===== config.mk =====
export PLATFORM = sky130hd
export DESIGN_NAME = pp_col_streamer
export DESIGN_NICKNAME = d
export VERILOG_FILES = /design/src/rtl/pp_col_streamer.sv
export SDC_FILE = /design/constraint.sdc
export NUM_CORES = 2
export LEC_CHECK = 0
export CAP_MARGIN = 0
export CORE_AREA = 2 2 535 537
export DETAILED_ROUTE_END_ITERATION = 12
export DIE_AREA = 0 0 537 539
export PLACE_DENSITY = 0.46
export SYNTH_ARGS = -nofsm -noshare
export SYNTH_HDL_FRONTEND = slang
export SYNTH_SLANG_ARGS = --single-unit

===== constraint.sdc =====
create_clock -name clk -period 57.2 [get_ports clk]
set_clock_uncertainty 0.1 [all_clocks]
set_input_delay 11.44 -clock clk [delete_from_list [all_inputs] [get_ports clk]]
set_output_delay 11.44 -clock clk [all_outputs]
set_load 0.02 [all_outputs]

===== src/rtl/pp_col_streamer.sv =====
// rtl/pp_col_streamer.sv - partial-product matrix transposer streaming column beats
module pp_col_streamer #(
   parameter int PP_NUM        = 17,
   parameter int PP_WIDTH      = 64,
   parameter int COLS_PER_BEAT = 16
) (
   input  logic                            clk,
   input  logic                            reset,
   input  logic                            flush,
   input  logic                            in_valid,
   output logic                            in_ready,
   input  logic [PP_NUM*PP_WIDTH-1:0]      in_pp,
   output logic                            out_valid,
   input  logic                            out_ready,
   output logic [COLS_PER_BEAT*PP_NUM-1:0] out_cols,
   output logic [$clog2(PP_WIDTH)-1:0]     out_col_base,
   output logic                            out_last,
   output logic                            busy
);
   localparam int BEATS  = PP_WIDTH / COLS_PER_BEAT;
   localparam int BEAT_W = (BEATS > 1) ? $clog2(BEATS) : 1;
   localparam int COL_W  = $clog2(PP_WIDTH);
   localparam int SLICE  = COLS_PER_BEAT * PP_NUM;
   localparam logic [BEAT_W-1:0] LAST_BEAT = BEAT_W'(BEATS - 1);

   typedef enum logic {
      IDLE   = 1'b0,
      STREAM = 1'b1
   } state_t;

   state_t                     state;
   logic [BEAT_W-1:0]          beat;
   logic [PP_NUM*PP_WIDTH-1:0] pp_buf;
   logic [PP_NUM*PP_WIDTH-1:0] cols_all;
   logic                       accept;
   logic                       xfer;

   // Column-major view of the held matrix: column c lives in cols_all[c*PP_NUM +: PP_NUM].
   for (genvar c = 0; c < PP_WIDTH; c++) begin : g_col
      for (genvar r = 0; r < PP_NUM; r++) begin : g_row
         assign cols_all[c*PP_NUM + r] = pp_buf[r*PP_WIDTH + c];
      end
   end

   assign out_valid    = (state == STREAM);
   assign busy         = (state == STREAM);
   assign out_last     = (beat == LAST_BEAT);
   assign out_cols     = cols_all[beat*SLICE +: SLICE];
   assign out_col_base = COL_W'(beat) * COL_W'(COLS_PER_BEAT);

   assign xfer     = out_valid && out_ready;
   assign in_ready = !flush && ((state == IDLE) || (xfer && out_last));
   assign accept   = in_valid && in_ready;

   always_ff @(posedge clk or posedge reset) begin
      if (reset) begin
         state  <= IDLE;
         beat   <= '0;
         pp_buf <= '0;
      end else if (flush) begin
         state  <= IDLE;
         beat   <= '0;
         pp_buf <= '0;
      end else if (accept) begin
         // Covers both a fresh start from IDLE and the bubble-free last-beat handoff.
         state  <= STREAM;
         beat   <= '0;
         pp_buf <= in_pp;
      end else if (xfer) begin
         if (out_last) begin
            state <= IDLE;
            beat  <= '0;
         end else begin
            beat <= beat + 1'b1;
         end
      end
   end
endmodule


==> summary.md <==
| Metric | Value |
|---|---|
| Slew @ Worst Pin | 1.03 ns |
| Synth top area share | 0.490 |
| Final Cycle Share | 0.430 |
| Synth-to-Final Area Change | 39.8% |
| HP Class | reg2reg |
| R2R Path Start | beat[0] |
| TritonCTS Buffers | 149 |
| Mean routed wirelength per cell | between 20 and 30 um |
| F_max | 40.7 MHz |
| Worst setup EP type | primary output |
| Setup bufs post-CTS | 0 |
| Post-layout util | 0.274 |
| WP data arrival | between 10 and 15 ns |
| Slew headroom | 0.315 |
| Fin cells | around 9000 |
| Gpl congestion | roughly 0.83 |
| Starting Density | 0.196 |
| DIE HEIGHT | 539 um |
| Clock latency at the later pin of the worst-skew pair | approximately 0.79 ns |
| Clk buf depth | 4 |
| CORE AREA | 284000 um2 |
| Die X-Extent | ~540 um |
| Worst-path clk slew | about 0.060 ns |
| RSZ-0062 raised after global routing | no |
| Post-synthesis sequential area ratio | 0.490 |
| Largest net degree at the start of global routing | 155 |
| Area contributors post-synth | dfrtp_1 (49%), mux2_2 (14%), nor2b_1 (12%) |
| Flop-to-flop setup slack | approximately 50 ns |
| Worst EP required | 45.66 ns |
| Dpl ws | between 30 and 40 ns |
| Run status | completed |
| CTS tree | done |
| Number of synthesized flops with an enable pin | 0 |
| Yosys top cell by area | dfrtp_1 |
| Number of global-route vias before repair | between 30000 and 40000 |
| Drt first pass iters | 4 |
| Initial drt markers | about 1700 |
| Maxcap violations | 0 |
| Global-route wire length before repair | about 310 mm |
| Reg2reg path depth | 11 |
| Crit path time final | ~25 ns |
| R2R Path End | pp_buf[270] |
| CP startpoint kind | input pin |
| Root Driver | clkbuf_16 |
| Htree depth | 4 |
| Fraction of layout cells with a size suffix above 1 | 0.313 |
| Syn_area_per_cell | about 14 um2 |
| Most frequent cell after synthesis | dfrtp_1 |
| DRC violations left | 0 |
| Final WS setup | around 33 ns |
| Post-synth top cells | dfrtp_1 (1091), nor2b_1 (1089), mux2_2 (688), mux2_4 (400), mux4_2 (272) |
| PortBufs | between 1000 and 1500 |
| Hold Vio Cnt, Final | 0 |
| Post-DP HPWL | 169 mm |
| Syn. warnings | 0 |
| Crit Path Category | in2out |
| Final global-route overflow total | 0 |
| Post-synth ARST share | 1.00 |
| Inst Count DP | about 8700 |
| Fin Hold WS | a little over 0.5 ns |
| Synth Instances | about 3900 |
| Die Area | between 200000 and 300000 um2 |
| GRT Overall Usage | 0.152 |
| Nets@finish | 6231 |
| Lkg Pwr | 33.9 nW |
| Vias/cell | 4.03 |
| DR vias | 36400 |
| # hold bufs at CTS | 0 |
| CP Max Fanout | 4 |
| FF+latch count, synth | around 1100 |
| Setup TNS | 0 ns |
| # rows | ~200 |
| VDD IR-drop max | between 15 and 20 uV |
| Hold depth | 2 |
| Initial antenna violation count | ~130 |
| Antenna Nets Post-Route | 0 |
| Hold wc startpoint | pp_buf[140] |
| TritonCTS sink count | approximately 1100 |
| Max-slew violations | 0 |
| Post-Syn Area | about 56000 um2 |
| Hold Path Sink | pp_buf[140] |
| Yosys cell types | 20 |
| PD cells | between 20 and 30 nW/um2 |
| Setup violations, final | 0 |
| IO Count | between 1000 and 1500 |
| CTS resizes | 0 |
| Total Routed Length | approximately 230 mm |
| Top_reg_cell synth | dfrtp_1 |
-- sequential cells by signal, summed over array words and instances, names as in the netlist --
| name | cells |
|---|---|
| beat | 2 |
| busy | 1 |
| pp_buf | 1088 |
-- worst max path at each step --
| stage | startpoint | slack, ns | end |
|---|---|---|---|
| 6_report | out_ready | 32.62 | in_ready |
| 5_1_grt | out_ready | 32.54 | in_ready |
| 4_1_cts | out_ready | 32.60 | in_ready |
| 3_5_place_dp | out_ready | 32.63 | in_ready |
| 3_3_place_gp | out_ready | 32.60 | in_ready |
| 2_1_floorplan | reset | 14.94 | beat[0] |
-- cell families (layout without fill, tap and decap cells) --
group | after synthesis | in the layout | synth area share
muxes | 1362 | 1362 | 0.357
adders and majority gates | 1 | 1 | 0.000224
and+or+nand+nor | 1097 | 1097 | 0.123
AOI/OAI and AO/OA | 2 | 2 | 0.000292
other | 1 | 40 | 0.0000673
buffers and inverters | 309 | 1686 | 0.0297
DFF | 1091 | 1091 | 0.490
-- critical path, stage by stage --
cell and delay, ns:
clkdlybuf4s50_1 0.47, a21boi_1 0.41, nor2_1 0.13, clkdlybuf4s50_1 0.60
-- layout by cell type (no fill, tap or decap) --
cell,synthesis,routed
a32oi_1,1,1
mux4_2,272,272
nand2_1,1,1
buf_4,5,51
or3b_4,0,1
clkinv_8,0,4
mux2i_1,2,2
clkbuf_16,0,149
clkdlybuf4s50_1,0,1369
nor2b_1,1089,1089
ha_1,1,1
dfrtp_1,1091,1089
buf_12,0,7
a21boi_1,1,1
bufinv_16,0,8
diode_2,0,36
inv_8,0,1
clkinvlp_4,0,3
mux2_4,400,400
dfrtp_4,0,2
mux2_2,688,688
clkbuf_8,0,31
clkinv_4,0,1
buf_8,0,1
clkinv_2,0,19
nor2_1,5,5
inv_16,0,2
conb_1,1,4
clkbuf_1,137,37
nor3_1,1,1
inv_6,0,3
-- metrics by stage --
step                instance area [um2]  power [mW]
floorplan                         55800        1.05
global placement                  73100        1.22
detailed placement                73100        1.22
CTS                               77900        2.18
global route                      77900        2.23
finish                            77900        2.13
-- layer usage --
metal	vias to the layer above	global-route usage	wire length (um)
met5	-	0	943
met3	354	0.0670	22600
li1	16100	-	-
met1	18700	0.184	93600
met4	146	0.0326	4260
met2	1148	0.246	106000
-- final cells by class --
type                    count  area (um2)
clock inverters            40         498
well taps                3762        4710
flip-flops and latches   1091       27300
fillers                 29100      206000
clock buffers             217        4290
inverters                   1        11.3
repair buffers           1428       14200
diodes                     36        90.1
multi-input cells        2466       26800
-- power by group --
| group | total [mW] | internal [mW] | switching (mW) |
|---|---|---|---|
| Sequential | 0.856 | 0.825 | 0.0316 |
| Combinational | 0.345 | 0.201 | 0.144 |
| Clock | 0.931 | 0.557 | 0.374 |
| Total | 2.13 | 1.58 | 0.549 |
No activity file was read; power rests on OpenSTA's default activity.
